===== config.mk =====
export PLATFORM = sky130hd
export DESIGN_NAME = button_gesture
export DESIGN_NICKNAME = d
export VERILOG_FILES = /design/src/rtl/button_pkg.sv /design/src/rtl/button_gesture.sv
export SDC_FILE = /design/constraint.sdc
export NUM_CORES = 1
export LEC_CHECK = 0
export ABC_AREA = 0
export CORE_MARGIN = 5
export CORE_UTILIZATION = 40
export CTS_CLUSTER_SIZE = 14
export DETAILED_ROUTE_END_ITERATION = 10
export SYNTH_ARGS = -nofsm -noshare
export SYNTH_HDL_FRONTEND = slang
export SYNTH_SLANG_ARGS = --single-unit

===== constraint.sdc =====
create_clock -name clk -period 2.1 [get_ports clk]
set_input_delay 0.525 -clock clk [delete_from_list [all_inputs] [get_ports clk]]
set_output_delay 0.525 -clock clk [all_outputs]
set_load 0.05 [all_outputs]

===== src/rtl/button_pkg.sv =====
// Shared definitions for the button front end: FSM state encoding and
// default tick counts for a 27 MHz system clock.
package button_pkg;

  localparam int unsigned LONG_TICKS_DEFAULT   = 27_000_000;
  localparam int unsigned GAP_TICKS_DEFAULT    = 8_100_000;
  localparam int unsigned REPEAT_TICKS_DEFAULT = 2_700_000;

  typedef enum logic [2:0] {
    ARM    = 3'd0,
    IDLE   = 3'd1,
    PRESS1 = 3'd2,
    WAIT2  = 3'd3,
    PRESS2 = 3'd4,
    LONG   = 3'd5
  } state_e;

  function automatic int unsigned max3(input int unsigned a,
                                       input int unsigned b,
                                       input int unsigned c);
    int unsigned m;
    m = (a > b) ? a : b;
    return (m > c) ? m : c;
  endfunction

endpackage


===== src/rtl/button_gesture.sv =====
// Classifies a debounced button level into click, double-click, long-press,
// auto-repeat and long-release single-cycle event pulses.
module button_gesture
  import button_pkg::*;
#(
  parameter int unsigned LONG_TICKS   = LONG_TICKS_DEFAULT,
  parameter int unsigned GAP_TICKS    = GAP_TICKS_DEFAULT,
  parameter int unsigned REPEAT_TICKS = REPEAT_TICKS_DEFAULT
) (
  input  logic clk,
  input  logic rst,
  input  logic btn,
  output logic click,
  output logic double_click,
  output logic long_press,
  output logic repeat_tick,
  output logic long_release,
  output logic busy
);

  localparam int unsigned CNT_W = $clog2(max3(LONG_TICKS, GAP_TICKS, REPEAT_TICKS) + 1);

  localparam logic [CNT_W-1:0] LONG_LIM = CNT_W'(LONG_TICKS - 1);
  localparam logic [CNT_W-1:0] GAP_LIM  = CNT_W'(GAP_TICKS - 1);
  localparam logic [CNT_W-1:0] REP_LIM  =
    (REPEAT_TICKS == 0) ? '0 : CNT_W'(REPEAT_TICKS - 1);

  state_e           state_q, state_d;
  logic [CNT_W-1:0] cnt_q, cnt_d;
  logic             clear;

  logic click_q, click_d;
  logic dbl_q, dbl_d;
  logic long_q, long_d;
  logic rep_q, rep_d;
  logic rel_q, rel_d;
  logic busy_q;

  always_comb begin
    state_d = state_q;
    clear   = 1'b0;
    click_d = 1'b0;
    dbl_d   = 1'b0;
    long_d  = 1'b0;
    rep_d   = 1'b0;
    rel_d   = 1'b0;

    case (state_q)
      // ARM waits for a release so a button held through reset stays silent.
      ARM: begin
        if (!btn) state_d = IDLE;
      end
      IDLE: begin
        if (btn) state_d = PRESS1;
      end
      PRESS1: begin
        if (!btn) begin
          state_d = WAIT2;
        end else if (cnt_q == LONG_LIM) begin
          long_d  = 1'b1;
          state_d = LONG;
        end
      end
      WAIT2: begin
        if (btn) begin
          state_d = PRESS2;
        end else if (cnt_q == GAP_LIM) begin
          click_d = 1'b1;
          state_d = IDLE;
        end
      end
      // A second press held long still reports the first press as a click.
      PRESS2: begin
        if (!btn) begin
          dbl_d   = 1'b1;
          state_d = IDLE;
        end else if (cnt_q == LONG_LIM) begin
          click_d = 1'b1;
          long_d  = 1'b1;
          state_d = LONG;
        end
      end
      LONG: begin
        if (!btn) begin
          rel_d   = 1'b1;
          state_d = IDLE;
        end else if ((REPEAT_TICKS != 0) && (cnt_q == REP_LIM)) begin
          rep_d = 1'b1;
          clear = 1'b1;
        end
      end
      default: state_d = ARM;
    endcase
  end

  // The counter only matters while timing a gesture, so it is parked at zero
  // in ARM and IDLE instead of free-running.
  always_comb begin
    if ((state_d != state_q) || clear || (state_q == ARM) || (state_q == IDLE)) begin
      cnt_d = '0;
    end else begin
      cnt_d = cnt_q + CNT_W'(1);
    end
  end

  always_ff @(posedge clk or posedge rst) begin
    if (rst) begin
      state_q <= ARM;
      cnt_q   <= '0;
      click_q <= 1'b0;
      dbl_q   <= 1'b0;
      long_q  <= 1'b0;
      rep_q   <= 1'b0;
      rel_q   <= 1'b0;
      busy_q  <= 1'b1;
    end else begin
      state_q <= state_d;
      cnt_q   <= cnt_d;
      click_q <= click_d;
      dbl_q   <= dbl_d;
      long_q  <= long_d;
      rep_q   <= rep_d;
      rel_q   <= rel_d;
      busy_q  <= (state_d != IDLE);
    end
  end

  assign click        = click_q;
  assign double_click = dbl_q;
  assign long_press   = long_q;
  assign repeat_tick  = rep_q;
  assign long_release = rel_q;
  assign busy         = busy_q;

endmodule


==> impl_metrics.yaml <==
finish:
  nets: 244
  area_growth_pct: 32.4
  layout.cells.non_filler: 293
  fin_util: 0.556
  layout-drive-gt1-share: 0.349
  design_area_um2: 2470
  num_antenna_cells: 0
logic_synthesis:
  synth.top_cells.by_count: "dfrtp_1 (33), nor2_1 (23), xnor2_1 (18)"
  synth.area.top_cells: "dfrtp_1 (44%), xnor2_1 (8.5%), nor2_1 (4.6%), nor3_2 (3.8%), nor3_1 (3.0%)"
  synth_top_area_frac: 0.443
  synthDistinctLibCells: 44
  syn-instance-count: 186
  async_reset_ff_frac: 1.00
  seq_area_frac_synth: 0.457
  synth_top_area_cell: "dfrtp_1"
  synth-edff-count: 0
  syn_nets: 190
  synthFlopType: "dfrtp_1"
  yosysMostFrequentCell: "dfrtp_1"
  yosys_warnings: 0
  ys_seq_elements: 34
  synth.avg_cell_area_um2: 10.0
  syn_area_um2: 1870
pwr:
  leakagePower_nw: 1.06
  p_sw_mw: 0.633
  power.share.clock: 0.266
  total_power_mw: 1.88
  ir_drop_v: 0.000404
  seqPwrFrac: 0.402
  p_sw_frac: 0.337
  powerDensity_nw_per_um2: 761
  combPwrFrac: 0.331
  internal-power_mw: 1.25
routing:
  wl_per_cell_um: 15.7
  drc_errors: 0
  vias: 1594
  viasPerCell: 5.44
  wirelength_mm: 4.61
  dr.pass1.iters: 4
  ant_nets: 0
  drtIter0Drc: 87
worst_setup_path:
  cp-end-kind: "flip-flop"
  reg2reg_depth: 7
  path_class: "reg -> reg"
  critPathLaunchType: "flip-flop"
  critical_path_arrival_ns: 2.18
  worst-path-stages: 7
  reg2reg_to: "cnt_q[24]"
  crit-reg2reg-launch: "cnt_q[0]"
  rrSetupSlack_ns: 0.09
  endpoint: "cnt_q[24]"
  required_ns: 2.27
  crit_path_start: "cnt_q[0]"
  cp_num_buf_inv: 1
  path_cells: "ha_2 -> nand4_1 -> buf_4 -> or4_4 -> nor4_4 -> xnor2_1 -> nor2_1"
  cpPeakStageDelay_ns: 0.50
  slowest_stage: "or4_4"
  crit_fanout: 7
  cp_top_family: "simple AND/OR/NAND/NOR gates"
timing:
  slew_headroom: 0.658
  slew_violations: 0
  final.period_utilization: 0.955
  setup_viol: 0
  hold_viol_final: 0
  timing.fmax_ghz: 0.499
  tightest_slew_ns: 0.511
  period_minus_slack_ns: 2.01
  clock_skew_ns: 0.00643
  rsz0062_at_grt: "yes"
  setup_ws_ns: 0.0949
clock_tree:
  clockRootBuffer: "clkbuf_8"
  cts-hold-fix-buffers: 0
  htreeDepth: 2
  cts_sinks: 34
  clkTransAtPathRegs_ns: 0.07
  cts_tree: "yes"
  cts-buffers-inserted: 5
  cts.path.max_buffers: 2
  clkLatencyLatePin_ns: 0.29
placed_design:
  io_buffers: 8
  placed_cell_area_um2: 2260
  preCtsSetupSlack_ns: -0.559
  gp_congestion: 0.893
  dp_hpwl_mm: 3.14
  dpl.cell_count: 279
floorplan:
  die_y_um: 78.3
  die_w_um: 78.3
  start_util: 0.420
  rows: 24
  core_um2: 4440
  die_area_um2: 6130
  num_io_pins: 9
grt:
  grt_pass1_wl_mm: 8.18
  grt_max_degree: 35
  grt_remaining_overflow: 0
  antenna_found_initial: 0
  grt_pass1_vias: 1722
  track_usage: 0.169
worst_hold_path:
  min_from: "cnt_q[0]"
  hold_path_class: "reg -> reg"
job:
  maxCapViolCount: 0
status:
  status: "finished, final reports clean"
-- final cells by class --
| type | count | area (um2) |
|---|---|---|
| fill | 410 | 1970 |
| multi-input combinational | 137 | 991 |
| sequential | 34 | 852 |
| timing repair buffer | 55 | 440 |
| clock buffer | 6 | 82.6 |
| tap | 52 | 65.1 |
| inverter | 7 | 26.3 |
| clock inverter | 2 | 12.5 |
-- state kept, by name (all words and copies together), names as in the netlist --
signal / flops
busy: 1
click: 1
cnt_q: 25
double_click: 1
long_press: 1
long_release: 1
repeat_tick: 1
state_q: 3
-- worst register-to-register path: cells and delay by family, from the launching register on --
family | cells | cell delay [ns]
xor+xnor | 1 | 0.15
fa+ha+maj | 1 | 0.22
buf+inv | 1 | 0.22
flops | 1 | 0.36
simple gates | 4 | 0.95
-- per-stage QoR --
stage | TNS, ns | hold WS (ns)
after floorplan | 0 | 0.440
after global placement | -10.86 | 0.522
after detailed placement | -13.28 | 0.539
after CTS | 0 | 0.553
after global routing | -0.0711 | 0.570
final | 0 | 0.552
-- layer usage --
metal | GRT usage | part of all wire | vias up
li1 | - | - | 758
met1 | 0.218 | 0.46 | 786
met2 | 0.266 | 0.48 | 37
met3 | 0.0400 | 0.036 | 13
met4 | 0.0822 | 0.027 | 0
met5 | 0 | 0 | -
-- repair_timing --
item	CTS	global route
resized for setup	6	8
setup endpoints to repair	25	21
pin swaps	4	3
setup buffers	4	1
cloned	1	0
-- how the worst min path moves through the flow --
stage	endpoint	cells after the start
finish	cnt_q[0]	2
global route	cnt_q[0]	2
CTS	cnt_q[0]	2
detailed placement	cnt_q[0]	2
global placement	cnt_q[0]	2
floorplan	cnt_q[0]	1
-- power by group through the flow --
stage,combinational (mW),sequential (mW),clock (mW)
5_1_grt,0.673,0.764,0.535
6_report,0.622,0.756,0.500
3_3_place_gp,0.446,0.760,0
4_1_cts,0.585,0.754,0.511
2_1_floorplan,0.356,0.788,0
3_5_place_dp,0.461,0.766,0
-- cells in the final DEF, fill, tap and decap left out, types with 2 or more instances in the layout --
cell / count
a211oi_4: 2
a21oi_1: 2
and2b_1: 2
and3_1: 4
and3_2: 3
buf_4: 45
buf_6: 3
clkbuf_8: 6
clkdlybuf4s50_1: 6
dfrtp_1: 33
inv_1: 6
nand2_1: 11
nand3_1: 10
nand3b_1: 2
nand4_1: 6
nand4b_1: 2
nor2_1: 23
nor3_1: 10
nor3_2: 7
nor3b_1: 2
nor4_1: 3
nor4_4: 2
o21a_1: 2
or4b_4: 2
xnor2_1: 18
xor2_1: 5
-- kinds of logic after synthesis --
group | share of synthesized area
compound gates | 0.0557
xor+xnor | 0.108
buf+inv | 0.0503
fa+ha+maj | 0.00671
flops | 0.457
simple gates | 0.323
(Power assumes the default switching activity.)
